File: src/rtl/fetch_pkg.sv
// fetch_pkg: shared types and constants for the fetch-to-decode instruction queue.
// Contents: XLEN, NOP_INSTR, register-field slice positions, fetch_pkt_t, NOP_PKT.
package fetch_pkg;
  localparam int XLEN = 32;
  localparam logic [XLEN-1:0] NOP_INSTR = 32'h00000013;
  localparam int REG_W = 5;
  localparam int RS1_LSB = 15;
  localparam int RS2_LSB = 20;
  localparam int RD_LSB = 7;
  typedef struct packed {
    logic [XLEN-1:0] instr;
    logic [XLEN-1:0] pc;
    logic [XLEN-1:0] pcplus4;
    logic pred_taken;
  } fetch_pkt_t;
  localparam fetch_pkt_t NOP_PKT = '{instr: NOP_INSTR, pc: '0, pcplus4: '0, pred_taken: 1'b0};
endpackage

File: src/rtl/fetch_queue.sv
// fetch_queue: circular buffer between fetch and decode, flushed in one cycle on mispredict.
// Ports: clk, rst (sync, active-high), flush_i; fetch side f_valid_i/f_ready_o + packet fields;
// decode side d_valid_o/d_ready_i, head packet fields, decoded rs1/rs2/rd; count_o occupancy.
module fetch_queue
  import fetch_pkg::*;
#(
  parameter int DATA_WIDTH = 32,
  parameter int DEPTH = 4
) (
  input  logic clk,
  input  logic rst,
  input  logic flush_i,
  input  logic f_valid_i,
  input  logic [DATA_WIDTH-1:0] f_instr_i,
  input  logic [DATA_WIDTH-1:0] f_pc_i,
  input  logic [DATA_WIDTH-1:0] f_pcplus4_i,
  input  logic f_pred_taken_i,
  output logic f_ready_o,
  output logic d_valid_o,
  input  logic d_ready_i,
  output logic [DATA_WIDTH-1:0] d_instr_o,
  output logic [DATA_WIDTH-1:0] d_pc_o,
  output logic [DATA_WIDTH-1:0] d_pcplus4_o,
  output logic d_pred_taken_o,
  output logic [REG_W-1:0] d_rs1_o,
  output logic [REG_W-1:0] d_rs2_o,
  output logic [REG_W-1:0] d_rd_o,
  output logic [$clog2(DEPTH):0] count_o
);
  localparam int AW = $clog2(DEPTH);
  logic [AW:0] wr_ptr, rd_ptr;
  fetch_pkt_t mem [DEPTH];
  fetch_pkt_t head;
  logic empty, full, push, pop;
  assign empty = wr_ptr == rd_ptr;
  // MSB is the wrap flag: same index with differing wrap means the writer lapped the reader
  assign full = (wr_ptr[AW-1:0] == rd_ptr[AW-1:0]) && (wr_ptr[AW] != rd_ptr[AW]);
  assign f_ready_o = !full;
  assign d_valid_o = !empty;
  assign push = f_valid_i && f_ready_o;
  assign pop = d_valid_o && d_ready_i;
  assign count_o = wr_ptr - rd_ptr;
  always_ff @(posedge clk) begin
    if (rst || flush_i) begin
      wr_ptr <= '0;
      rd_ptr <= '0;
    end else begin
      if (push) wr_ptr <= wr_ptr + 1'b1;
      if (pop) rd_ptr <= rd_ptr + 1'b1;
    end
  end
  // Storage is never cleared; validity comes solely from the pointers
  always_ff @(posedge clk) begin
    if (push && !rst && !flush_i)
      mem[wr_ptr[AW-1:0]] <= '{instr: f_instr_i, pc: f_pc_i, pcplus4: f_pcplus4_i, pred_taken: f_pred_taken_i};
  end
  assign head = empty ? NOP_PKT : mem[rd_ptr[AW-1:0]];
  assign d_instr_o = head.instr;
  assign d_pc_o = head.pc;
  assign d_pcplus4_o = head.pcplus4;
  assign d_pred_taken_o = head.pred_taken;
  assign d_rs1_o = head.instr[RS1_LSB +: REG_W];
  assign d_rs2_o = head.instr[RS2_LSB +: REG_W];
  assign d_rd_o = head.instr[RD_LSB +: REG_W];
endmodule

File: config.mk
export PLATFORM = sky130hd
export DESIGN_NAME = fetch_queue
export DESIGN_NICKNAME = d
export VERILOG_FILES = /design/src/rtl/fetch_pkg.sv /design/src/rtl/fetch_queue.sv
export SDC_FILE = /design/constraint.sdc
export NUM_CORES = 1
export LEC_CHECK = 0
export ABC_AREA = 1
export BUFFER_PORTS_ARGS = -buffer_cell sky130_fd_sc_hd__buf_2
export CORE_AREA = 2 2 194 158
export CTS_BUF_LIST = sky130_fd_sc_hd__clkbuf_8
export CTS_CLUSTER_DIAMETER = 30
export CTS_CLUSTER_SIZE = 14
export DETAILED_ROUTE_END_ITERATION = 10
export DIE_AREA = 0 0 196 160
export GPL_ROUTABILITY_DRIVEN = 0
export HOLD_SLACK_MARGIN = 0.15
export PLACE_DENSITY = 0.78
export REMOVE_ABC_BUFFERS = 1
export SKIP_LAST_GASP = 1
export SYNTH_ARGS = -nofsm -noshare
export SYNTH_HDL_FRONTEND = slang
export SYNTH_SLANG_ARGS = --single-unit
File: constraint.sdc
create_clock -name clk -period 8.1 [get_ports clk]
set_input_delay 0.405 -clock clk [delete_from_list [all_inputs] [get_ports clk]]
set_output_delay 0.405 -clock clk [all_outputs]
set_load 0.01 [all_outputs]
After elaboration in Yosys (flattened, before gate mapping). Memory sizes are Yosys's and may differ from the RTL's. A register that Yosys moved wholly into a read port is not among the register bits. Cells that the tools add are included. W data, S select, Z words.

Reductions and logical operators: 10. Equality and inequality tests: 3. Muxes and demuxes: 5. Add/sub/neg operators: 3.

Operators by type and width (number): $mux W97 (1); $add A3 B1 Y3 const B (2); $logic_and A1 B1 Y1 (5); $logic_not A1 Y1 (4); $mux W2 (2); $eq A3 B3 Y1 (1); $sub A3 B3 Y3 (1); $eq A2 B2 Y1 (1); $mux W1 (2); $logic_or A1 B1 Y1 (1); $ne A1 B1 Y1 (1).

Logic and storage cells: 24. Bits in writable memories: 388. Output and inout port bits: 117. Register bits after elaboration: 6. Memories: 1.

Memories: mem (words 4, width 97, read ports 1, clocked after memory_dff 1, wr ports 1, RTL line fetch_queue.sv:32) `fetch_pkt_t mem [DEPTH];`.

Depth between registers and ports, before layout.
Word-level depth: 8. Gate-level depth with buffers: 10. Gate-level depth less buffers: 8.

Worst setup path after synthesis. No wires, ideal clock.

Path kind: flip-flop to flip-flop. Start point: reg wr_ptr[0]. End point: mem mem[0][0] in the netlist's numbering, enable pin. Stages on the path, launching flop included: 8. Path slack: -0.433 ns. Arrival time: 7.862 ns. Required time: 7.429 ns. Path through: dfxtp_1 -> inv_1 -> ha_1 -> nand2_1 -> inv_1 -> nand3_1 -> nand2_1 -> nor3_1.

Word-level cells in the longest chain between the ends: 8.

Ends and longest elaborated chain: start: declaration (RTL line fetch_queue.sv:31) `logic [AW:0] wr_ptr, rd_ptr;`; start signal: assignment (RTL line fetch_queue.sv:48) `if (push) wr_ptr <= wr_ptr + 1'b1;`; $eq A2 B2 Y1 (RTL line fetch_queue.sv:37) `assign full = (wr_ptr[AW-1:0] == rd_ptr[AW-1:0]) && (wr_ptr[AW] != rd_ptr[AW]);`; $logic_and A1 B1 Y1 (RTL line fetch_queue.sv:37); $logic_not A1 Y1 (RTL line fetch_queue.sv:38) `assign f_ready_o = !full;`; named net f_ready_o (RTL line fetch_queue.sv:18) `output logic f_ready_o,`; $logic_and A1 B1 Y1 (RTL line fetch_queue.sv:40) `assign push = f_valid_i && f_ready_o;`; $logic_and A1 B1 Y1 (2 in a row) (RTL line fetch_queue.sv:54) `if (push && !rst && !flush_i)`; $mux W1 (RTL line fetch_queue.sv:54); $mux W1 (not written as such) (RTL line fetch_queue.sv:55) `mem[wr_ptr[AW-1:0]] <= '{instr: f_instr_i, pc: f_pc_i, pcplus4: f_pcplus4_i, pred_taken: f_pred_taken_i};`; end: declaration (RTL line fetch_queue.sv:32).

The timed path passes the listed nets, and every way through them passes these cells.

==> metrics.md <==
| Metric | Value |
|---|---|
| Clock Latency Late Sink | between 0.6 and 0.7 ns |
| Share of cells above drive strength 1 | between 20% and 30% |
| WP data required | 7.70 ns |
| Die width | ~200 um |
| CTS HTree Levels | 2 |
| Mean Syn Cell Area | between 10 and 15 um^2 |
| Final WL | between 30 and 40 mm |
| HP Class | input pin to flip-flop |
| Port buffer count | between 200 and 250 |
| R2R depth | 9 |
| Global-route layer with the greatest usage | met2 |
| Root Buffer | clkbuf_8 |
| Crit Path Max Fanout | 102 |
| Status | finished clean |
| Worst-path clk slew | roughly 0.070 ns |
| GRT Residual Overflow | 0 |
| Largest cells by area after synthesis | edfxtp_1 (74%), nor2_1 (9.2%), o21ai_0 (6.0%), a21oi_1 (2.4%), a21oi_2 (1.7%) |
| Vias | 10600 |
| Area Growth Syn to Fin | 22.7% |
| # clock sinks | ~400 |
| CP arrival | approximately 3.7 ns |
| Post-synth top area cell | edfxtp_1 |
| Vias per cell | about 5.4 |
| Area of placed instances | 16900 um^2 |
| First-pass GRT wire length | 57.5 mm |
| GRT Resource Usage Total | roughly a quarter |
| Internal Power | approximately 3.4 mW |
| Sequential share of power | approximately half |
| DR iter-0 viols | between 1000 and 1500 |
| Worst slew pin tran | 1.17 ns |
| Final Hold Viols | 0 |
| Synth cell types | 23 |
| Static leakage | 7.12 nW |
| WS Path Type | flip-flop to output pin |
| Wire per inst | ~19 um |
| Comb pwr share | under 10% |
| GR Util met1 | approximately 32% |
| Final Cycle Share | around half |
| Mapped Cells | between 1000 and 1500 |
| Vias in the first global route | between 10000 and 15000 |
| I/O pins | approximately 220 |
| Worst Setup End Kind | output pin |
| Final Critical Period | a little over 4 ns |
| CTS tree | yes |
| Clock Skew | approximately 0.022 ns |
| Pins Over Slew Limit | 0 |
| Design Power | 4.43 mW |
| GR Util met3 | 4.56% |
| RSZ-0062 raised after global routing | no |
| # Post-CTS Setup Buffers | 0 |
| DP HPWL | ~20 mm |
| Rows | between 50 and 60 |
| DRC Markers | 0 |
| Util after Layout | 65.2% |
| Commonest cells after routing, fill and taps aside | edfxtp_1 (388), nor2_1 (384), buf_2 (218) |
| P_sw | 1.06 mW |
| VDD IR max | 0.000198 V |
| Flops & latches, synth | about 400 |
| Max-cap violations | 0 |
| Setup TNS | 0 ns |
| PwrDens | between 200 and 250 nW/um^2 |
| Initial antenna violation count | 6 |
| Final instance area | between 15000 and 20000 um^2 |
| Drt first pass iters | 7 |
| Post-cts sizing count | 0 |
| Hold_ws | approximately 0.53 ns |
| Met2 global-route usage | 38.6% |
| Post-synth top area share | about three quarters |
| Post-route ant nets | 0 |
| Startpoint types | flip-flop |
| Initial Util | 53.1% |
| Post-CTS Hold Buffers | ~100 |
| Slew headroom | between 20% and 30% |
| Hold path depth | 2 |
| Largest net degree at the start of global routing | 107 |
| Full die area | 31400 um^2 |
| Post-synthesis sequential area ratio | between 70% and 80% |
| TritonCTS Buffers | 61 |
| Commonest non-fill, non-tap cell in the layout | edfxtp_1 |
| Nets | ~1700 |
| Fillers | 2114 |
| Clock Tree Buf Depth | 3 |
| Warnings from Yosys | 0 |
| Syn Std Cell Area | around 16000 um^2 |
| Core Footprint | a little under 30000 um^2 |
| Fmax | approximately 240 MHz |
| Switching Fraction | a little under a quarter |
| Final setup viols | 0 |
| Die Height | between 150 and 200 um |
| Clock power frac | 40.9% |
## synth_stat cells (all sizes together)
cell and number:
edfxtp 388, nor2 385, o21ai 191, a21oi 106
buf 63, nand2 28, clkbuf 26, inv 19
dfxtp 8, ha 7, nand3 6, nor3 3
o211ai 2, fa 1, xor2 1
## power by group through the flow
stage | clock (mW) | sequential (mW) | combinational, mW
after floorplan | 0 | 2.34 | 0.142
after global placement | 0 | 2.32 | 0.290
after detailed placement | 0 | 2.32 | 0.297
after CTS | 1.84 | 2.28 | 0.340
after global routing | 1.92 | 2.28 | 0.372
final | 1.81 | 2.28 | 0.340
## flip-flops by register name, indices dropped and copies added (netlist names), named ones only
| name | flops |
|---|---|
| mem | 388 |
| rd_ptr | 3 |
| wr_ptr | 3 |
## worst max-delay path: stages, from the launching register on
cell,delay (ns)
dfxtp_4,0.36
buf_4,0.73
buf_4,0.93
nor2_1,0.15
nor2_1,0.14
o21ai_0,0.11
a21oi_1,0.32
buf_2,0.19
## through the flow
step                std cells  setup WS, ns
floorplan                1145        -0.433
global placement         1760          4.78
detailed placement       1760          4.70
CTS                      1976          3.98
global route             1980          3.74
finish                   1981          3.97
## per-layer routing
layer / wire length, um / vias up
li1: - / 4989
met1: 15300 / 5106
met2: 18000 / 488
met3: 2930 / 55
met4: 664 / 2
met5: 13 / -
## final timing paths
kind                                    start         end  slack, ns
worst min register to register      wr_ptr[2]   wr_ptr[2]       0.56
worst max register to register      wr_ptr[0]  mem[0][91]       4.75
worst min-delay path            f_instr_i[18]  mem[2][83]       0.53
worst max-delay path                flip-flop  d_rs1_o[0]       3.97
## cell type report
class | count | area [um^2] | share of cell area (%)
Tap cell | 383 | 479 | 2.48
Clock buffer | 62 | 853 | 4.41
Antenna cell | 5 | 12.5 | 0.0647
Clock inverter | 50 | 498 | 2.58
Multi-Input combinational cell | 730 | 3360 | 17.4
Inverter | 19 | 77.6 | 0.401
Sequential cell | 396 | 11800 | 61.1
Timing Repair Buffer | 336 | 2240 | 11.6
## kinds of logic after synthesis
family | count (synthesis) | share of synthesized area [%]
simple gates | 422 | 10.2
flops | 396 | 75.0
buf+inv | 108 | 3.85
fa+ha+maj | 8 | 0.683
compound gates | 299 | 10.2
xor+xnor | 1 | 0.0556
(Power assumes the default switching activity.)
